`src/rtl/im_pkg.sv`:
```
// -----------------------------------------------------------------------------
// im_pkg
// Shared definitions for the image-memory (IM) subsystem: default widths used
// by the memory wrapper and its initiators, the image block selector codes and
// the frame reader state encoding.
// -----------------------------------------------------------------------------
package im_pkg;

    // Default geometry: one 640x480 1-bpp frame packed into 32-bit words
    // is 9600 words; the 17-bit address space covers the largest block.
    localparam int IM_DATA_W = 32;
    localparam int IM_ADDR_W = 17;
    localparam int IM_ISEL_W = 2;

    // Image block selector codes: three ROM blocks and one RAM block.
    localparam logic [IM_ISEL_W-1:0] IM_ISEL_ROM0 = 2'd0;
    localparam logic [IM_ISEL_W-1:0] IM_ISEL_ROM1 = 2'd1;
    localparam logic [IM_ISEL_W-1:0] IM_ISEL_ROM2 = 2'd2;
    localparam logic [IM_ISEL_W-1:0] IM_ISEL_RAM  = 2'd3;

    // Frame reader sequencing.
    typedef enum logic [1:0] {
        IM_IDLE   = 2'd0,
        IM_RUN    = 2'd1,
        IM_DRAIN  = 2'd2,
        IM_FINISH = 2'd3
    } im_state_e;

endpackage

```
`src/rtl/im_fifo2.sv`:
```
// -----------------------------------------------------------------------------
// im_fifo2
// Two-entry register FIFO used to absorb the memory read latency in front of a
// valid/ready stream. The head entry is presented combinationally.
//
// Ports:
//   clk        in   system clock
//   rst_n      in   asynchronous active-low reset
//   push       in   write push_data (ignored when full unless popping)
//   pop        in   drop the head entry (ignored when empty)
//   flush      in   discard all entries; has priority over push/pop
//   push_data  in   W-bit write data
//   count      out  number of valid entries, 0..2
//   head_data  out  oldest entry
// -----------------------------------------------------------------------------
module im_fifo2 #(
    parameter int W = 32
) (
    input  logic         clk,
    input  logic         rst_n,
    input  logic         push,
    input  logic         pop,
    input  logic         flush,
    input  logic [W-1:0] push_data,
    output logic [1:0]   count,
    output logic [W-1:0] head_data
);

    logic [W-1:0] slot_q [2];
    logic         wr_ptr_q;
    logic         rd_ptr_q;
    logic [1:0]   count_q;
    logic         do_push;
    logic         do_pop;

    assign do_pop  = pop && (count_q != 2'd0);
    // A push into a full FIFO is only legal when the head leaves the same cycle.
    assign do_push = push && ((count_q != 2'd2) || do_pop);

    // NOTE: registered state is always updated with non-blocking assignments
    // so every flop samples the pre-edge values of its neighbours.
    always_ff @(posedge clk or negedge rst_n) begin
        if (!rst_n) begin
            // NOTE: the two storage slots are reset on purpose: the head drives
            // the stream data port, which must read zero out of reset.
            slot_q[0] <= '0;
            slot_q[1] <= '0;
            wr_ptr_q  <= 1'b0;
            rd_ptr_q  <= 1'b0;
            count_q   <= 2'd0;
        end else if (flush) begin
            wr_ptr_q  <= 1'b0;
            rd_ptr_q  <= 1'b0;
            count_q   <= 2'd0;
        end else begin
            if (do_push) begin
                slot_q[wr_ptr_q] <= push_data;
                wr_ptr_q         <= ~wr_ptr_q;
            end
            if (do_pop) begin
                rd_ptr_q <= ~rd_ptr_q;
            end
            count_q <= count_q + {1'b0, do_push} - {1'b0, do_pop};
        end
    end

    assign count     = count_q;
    assign head_data = slot_q[rd_ptr_q];

endmodule

```
`src/rtl/im_frame_reader.sv`:
```
// -----------------------------------------------------------------------------
// im_frame_reader
// Read-side initiator for the image memory. A start pulse latches the block
// selector and word count, then sequential reads are issued from address 0.
// Read data (fixed 1-cycle latency) lands in a 2-entry FIFO whose head drives
// a valid/ready stream, so downstream backpressure never drops a word.
//
// Ports:
//   clk, rst_n    clock, asynchronous active-low reset
//   start         1-cycle pulse, begins a frame when idle
//   abort         1-cycle pulse, cancels the current frame
//   isel_in       image block to read (latched at start)
//   frame_words   number of words to read (latched at start)
//   busy          frame in progress
//   done          1-cycle pulse after the last word is accepted
//   mem_isel      latched block selector to the memory
//   mem_r_en      memory read enable
//   mem_r_addr    memory read address
//   mem_r_data    memory read data, valid 1 cycle after mem_r_en
//   m_valid       stream word valid
//   m_data        stream word
//   m_last        final word of the frame, qualified by m_valid
//   m_ready       downstream ready
// -----------------------------------------------------------------------------
module im_frame_reader
    import im_pkg::*;
#(
    parameter int DATA_W = IM_DATA_W,
    parameter int ADDR_W = IM_ADDR_W,
    parameter int ISEL_W = IM_ISEL_W
) (
    input  logic              clk,
    input  logic              rst_n,
    input  logic              start,
    input  logic              abort,
    input  logic [ISEL_W-1:0] isel_in,
    input  logic [ADDR_W:0]   frame_words,
    output logic              busy,
    output logic              done,
    output logic [ISEL_W-1:0] mem_isel,
    output logic              mem_r_en,
    output logic [ADDR_W-1:0] mem_r_addr,
    input  logic [DATA_W-1:0] mem_r_data,
    output logic              m_valid,
    output logic [DATA_W-1:0] m_data,
    output logic              m_last,
    input  logic              m_ready
);

    localparam logic [ADDR_W:0]   CNT_ONE  = (ADDR_W+1)'(1);
    localparam logic [ADDR_W-1:0] ADDR_ONE = ADDR_W'(1);

    im_state_e         state_q,    state_d;
    logic [ISEL_W-1:0] isel_q,     isel_d;
    logic [ADDR_W:0]   words_q,    words_d;
    logic [ADDR_W:0]   issued_q,   issued_d;
    logic [ADDR_W:0]   acc_q,      acc_d;
    logic [ADDR_W-1:0] rd_addr_q,  rd_addr_d;
    logic              inflight_q, inflight_d;

    logic [1:0]        fifo_count;
    logic [2:0]        occupancy;
    logic              pop;
    logic              flush;
    logic              issue;

    assign pop       = m_valid && m_ready;
    assign occupancy = {1'b0, fifo_count} + {2'b00, inflight_q};

    // A read is allowed only if its return is guaranteed a FIFO slot, counting
    // the word in flight and crediting a head leaving this very cycle.
    assign issue = (state_q == IM_RUN) && !abort && (issued_q < words_q)
                && (occupancy < (3'd2 + {2'b00, pop}));

    im_fifo2 #(
        .W (DATA_W)
    ) u_fifo (
        .clk       (clk),
        .rst_n     (rst_n),
        .push      (inflight_q),
        .pop       (pop),
        .flush     (flush),
        .push_data (mem_r_data),
        .count     (fifo_count),
        .head_data (m_data)
    );

    assign m_valid    = (fifo_count != 2'd0);
    assign m_last     = m_valid && (acc_q == (words_q - CNT_ONE));
    assign busy       = (state_q != IM_IDLE);
    assign mem_r_en   = issue;
    assign mem_r_addr = rd_addr_q;
    assign mem_isel   = isel_q;

    always_comb begin
        // NOTE: every signal written here gets a default first, so no path
        // through the case statement can leave a value held (no latches).
        state_d    = state_q;
        isel_d     = isel_q;
        words_d    = words_q;
        issued_d   = issued_q;
        acc_d      = acc_q;
        rd_addr_d  = rd_addr_q;
        inflight_d = issue;
        flush      = 1'b0;
        done       = 1'b0;

        if (pop) begin
            acc_d = acc_q + CNT_ONE;
        end

        unique case (state_q)
            IM_IDLE: begin
                // start wins over a simultaneous abort while idle.
                if (start) begin
                    isel_d    = isel_in;
                    words_d   = frame_words;
                    issued_d  = '0;
                    acc_d     = '0;
                    rd_addr_d = '0;
                    state_d   = (frame_words == '0) ? IM_FINISH : IM_RUN;
                end
            end
            IM_RUN: begin
                if (abort) begin
                    flush   = 1'b1;
                    state_d = IM_IDLE;
                end else if (issue) begin
                    rd_addr_d = rd_addr_q + ADDR_ONE;
                    issued_d  = issued_q + CNT_ONE;
                    if ((issued_q + CNT_ONE) == words_q) begin
                        state_d = IM_DRAIN;
                    end
                end
            end
            IM_DRAIN: begin
                if (abort) begin
                    flush   = 1'b1;
                    state_d = IM_IDLE;
                end else if (pop && m_last) begin
                    state_d = IM_FINISH;
                end
            end
            IM_FINISH: begin
                done    = !abort;
                flush   = abort;
                state_d = IM_IDLE;
            end
            default: begin
                state_d = IM_IDLE;
            end
        endcase
    end

    always_ff @(posedge clk or negedge rst_n) begin
        if (!rst_n) begin
            state_q    <= IM_IDLE;
            isel_q     <= '0;
            words_q    <= '0;
            issued_q   <= '0;
            acc_q      <= '0;
            rd_addr_q  <= '0;
            inflight_q <= 1'b0;
        end else begin
            state_q    <= state_d;
            isel_q     <= isel_d;
            words_q    <= words_d;
            issued_q   <= issued_d;
            acc_q      <= acc_d;
            rd_addr_q  <= rd_addr_d;
            inflight_q <= inflight_d;
        end
    end

endmodule

```
`config.mk`:
```
export PLATFORM = sky130hd
export DESIGN_NAME = im_frame_reader
export DESIGN_NICKNAME = d
export VERILOG_FILES = /design/src/rtl/im_pkg.sv /design/src/rtl/im_fifo2.sv /design/src/rtl/im_frame_reader.sv
export SDC_FILE = /design/constraint.sdc
export NUM_CORES = 1
export LEC_CHECK = 0
export ABC_AREA = 1
export BUFFER_PORTS_ARGS = -buffer_cell sky130_fd_sc_hd__buf_4
export CORE_UTILIZATION = 59
export DETAILED_ROUTE_END_ITERATION = 8
export PLACE_DENSITY = 0.81
export SLEW_MARGIN = 25
export SYNTH_ARGS = -nofsm -noshare
export SYNTH_HDL_FRONTEND = slang
export SYNTH_SLANG_ARGS = --single-unit
```
`constraint.sdc`:
```
create_clock -name clk -period 2.24 [get_ports clk]
set_input_delay 0.224 -clock clk [delete_from_list [all_inputs] [get_ports clk]]
set_output_delay 0.224 -clock clk [all_outputs]
set_load 0.02 [all_outputs]
```
==> flow_summary.json <==
{
  "final_hold_viol_count": 0,
  "ys_seq_area_frac": 0.414,
  "finalSetupViolations": 37,
  "peakVddDrop_mv": 0.811,
  "layout_common_cells": "nand2_1 (389), buf_4 (169), dfrtp_1 (135)",
  "path_class": "reg -> out",
  "start_kind": "flop",
  "die_y_um": 124,
  "port_buffers": 112,
  "rsz0062_at_grt": "true",
  "io_pins": 113,
  "synthDistinctLibCells": 43,
  "drtPass1Iterations": 6,
  "vias": 8773,
  "grt_first_pass_wirelength_mm": 38.2,
  "worst_r2r_startpoint": "words_q[1]",
  "cts_buffers": 17,
  "cap_violations": 0,
  "detail_route.wl_per_cell_um": 15.6,
  "drtIter0Drc": 899,
  "critPathLaunch": "words_q[5]",
  "grt_usage": 0.326,
  "remaining_drc_errors": 0,
  "grt_pass1_vias": 8068,
  "clock_latency_ns": 0.43,
  "die-area_um2": 15300,
  "cts-root-buf": "clkbuf_16",
  "worstMarginPinSlew_ns": 0.569,
  "clockBufferDepth": 2,
  "critPathMaxStageDelay_ns": 0.39,
  "cts.clk_slew.worst_paths_ns": 0.06,
  "cts_tree": "yes",
  "die_x_um": 124,
  "drtAntennaViolNets": 0,
  "synth-main-ff-cell": "dfrtp_1",
  "syn_inst": 1213,
  "mostFrequentLayoutCell": "nand2_1",
  "htreeDepth": 4,
  "yosysWarningCount": 0,
  "wirelength_mm": 24.7,
  "diodes": 0,
  "design_area_um2": 11400,
  "whs_ns": 0.0152,
  "min_from": "frame_words[15]",
  "syn_nets": 1296,
  "via_per_inst": 5.53,
  "slew_violations": 0,
  "end_kind": "output pin",
  "worstPathCellList": "buf_4, nor2_4, nand2_2, nor2_4, nand2_1, inv_1, or2_2, nand4_1, nor2_2, nand4_1, nor3_2, buf_4",
  "power_density_nw_per_um2": 1230,
  "leakagePower_uw": 0.00579,
  "dpl_cell_area_um2": 10100,
  "skew_ns": 0.00719,
  "total_power_uw": 14000,
  "num_rows": 44,
  "ys_async_sr_fraction": 1.00,
  "status": "finished with violations",
  "required_ns": 2.02,
  "fmax_ghz": 0.393,
  "syn_area_um2": 8710,
  "gp_congestion": 0.932,
  "overflow": 0,
  "finalCriticalPeriod_ns": 2.54,
  "critPathMaxFanout": 6,
  "critical-path-slowest-cell": "dfrtp_1",
  "layout-drive-gt1-share": 0.255,
  "worstPathArrival_ns": 2.32,
  "start_util": 0.602,
  "antenna_found_initial": 0,
  "syn_avg_cell_area_um2": 7.18,
  "min_path_type": "in -> reg",
  "cts.sinks": 144,
  "fin_ws_ns": -0.302,
  "synth_edf_count": 0,
  "area_delta_synth_final_pct": 30.7,
  "violations": "negative setup slack",
  "grt_max_degree": 56,
  "relSlewSlack": 0.618,
  "nets": 1472,
  "fin_crit_sh": 1.13,
  "fp.coreArea_um2": 14500,
  "nFillCells": 988,
  "dp.final_hpwl_mm": 16.6,
  "synth-seq-cells": 144
}
-- synth_stat cells (2+ instances only) --
library cell	instances	area share
a21oi_1	19	0.011
a31oi_1	2	0.0014
buf_2	4	0.0023
buf_6	4	0.0052
clkbuf_1	24	0.010
clkinv_1	2	0.00086
dfrtp_1	144	0.41
ha_1	26	0.037
inv_1	120	0.052
inv_2	7	0.0030
nand2_1	424	0.18
nand2_2	8	0.0057
nand2_4	2	0.0026
nand3_1	67	0.039
nand3_2	2	0.0023
nand3b_1	5	0.0043
nand4_1	23	0.017
nor2_1	106	0.046
nor2_2	8	0.0057
nor2_4	3	0.0039
nor3_1	16	0.0092
nor3_2	2	0.0023
nor3b_1	3	0.0026
nor4_1	5	0.0036
o21ai_0	95	0.055
o21ai_1	26	0.015
o21ai_2	9	0.0091
o21bai_1	3	0.0026
or2_2	2	0.0014
xnor2_1	17	0.017
xor2_1	23	0.023
-- worst max-delay path: cells and delay by family (launching register included) --
family | cells | cell delay (ns)
and+or+nand+nor | 9 | 1.11
DFF | 1 | 0.39
buffers and inverters | 3 | 0.41
-- sequential cells by signal, indices dropped and copies added, names as in the netlist --
name / cells
acc_q: 18
inflight_q: 1
issued_q: 18
mem_isel: 2
mem_r_addr: 17
state_q: 2
u_fifo.count: 2
u_fifo.rd_ptr_q: 1
u_fifo.slot_q: 64
u_fifo.wr_ptr_q: 1
words_q: 18
-- routing by layer --
metal  share of wire  up-vias  track usage
met5               0        -            0
met4           0.037        0        0.148
met3           0.077       72        0.102
met2            0.48      315        0.525
met1            0.40     4161        0.400
li1                -     4225            -
-- logic make-up (layout without fill, tap and decap cells) --
kind of cell	after synthesis	after routing	share of synthesized area
XOR/XNOR	41	41	0.0428
buffers and inverters	166	355	0.0787
adder cells (fa/ha/maj)	26	26	0.0374
AND/OR/NAND/NOR	678	678	0.330
AO/OA/AOI/OAI	158	158	0.0971
flip-flops	144	144	0.414
-- final timing paths --
kind	depth (start not counted)	to	slack, ns
worst max-delay path	12	m_last	-0.30
worst min-delay path	3	words_q[15]	0.02
worst max register to register	21	mem_r_addr[10]	-0.18
worst min register to register	2	mem_isel[1]	0.48
max in group asynchronous	3	words_q[13]	1.20
min in group asynchronous	2	issued_q[17]	0.32
-- repair_timing --
action	in CTS	in global routing
setup buffers	13	10
gates cloned	0	1
hold buffers	3	0
endpoints found under the setup margin	2	39
gates resized for setup	38	96
pin swaps	6	4
hold endpoints to repair	53	0
-- area by class of cell --
cell class,count,area [um^2],area share
clock inverter,15,193,0.0169
timing repair buffer,192,1620,0.142
tap,184,230,0.0202
inverter,131,509,0.0447
clock buffer,17,425,0.0374
multi-input combinational,903,4790,0.421
sequential,144,3610,0.318
-- through the flow --
stage	util	worst slack [ns]	std cells	setup TNS [ns]
3_3_place_gp	0.697	0.0872	1530	0
3_5_place_dp	0.697	0.0375	1530	0
4_1_cts	0.758	-0.227	1578	-1.93
2_1_floorplan	-	0.0287	1213	0
6_report	0.786	-0.302	1586	-5.14
5_1_grt	0.786	-0.413	1586	-9.20
-- where the power goes --
part / internal (uW) / leakage (uW) / switching, uW
Clock: 1710 / 0.000307 / 1280
Combinational: 2820 / 0.00360 / 4220
Sequential: 3410 / 0.00189 / 608
No activity file was read; power rests on OpenSTA's default activity.
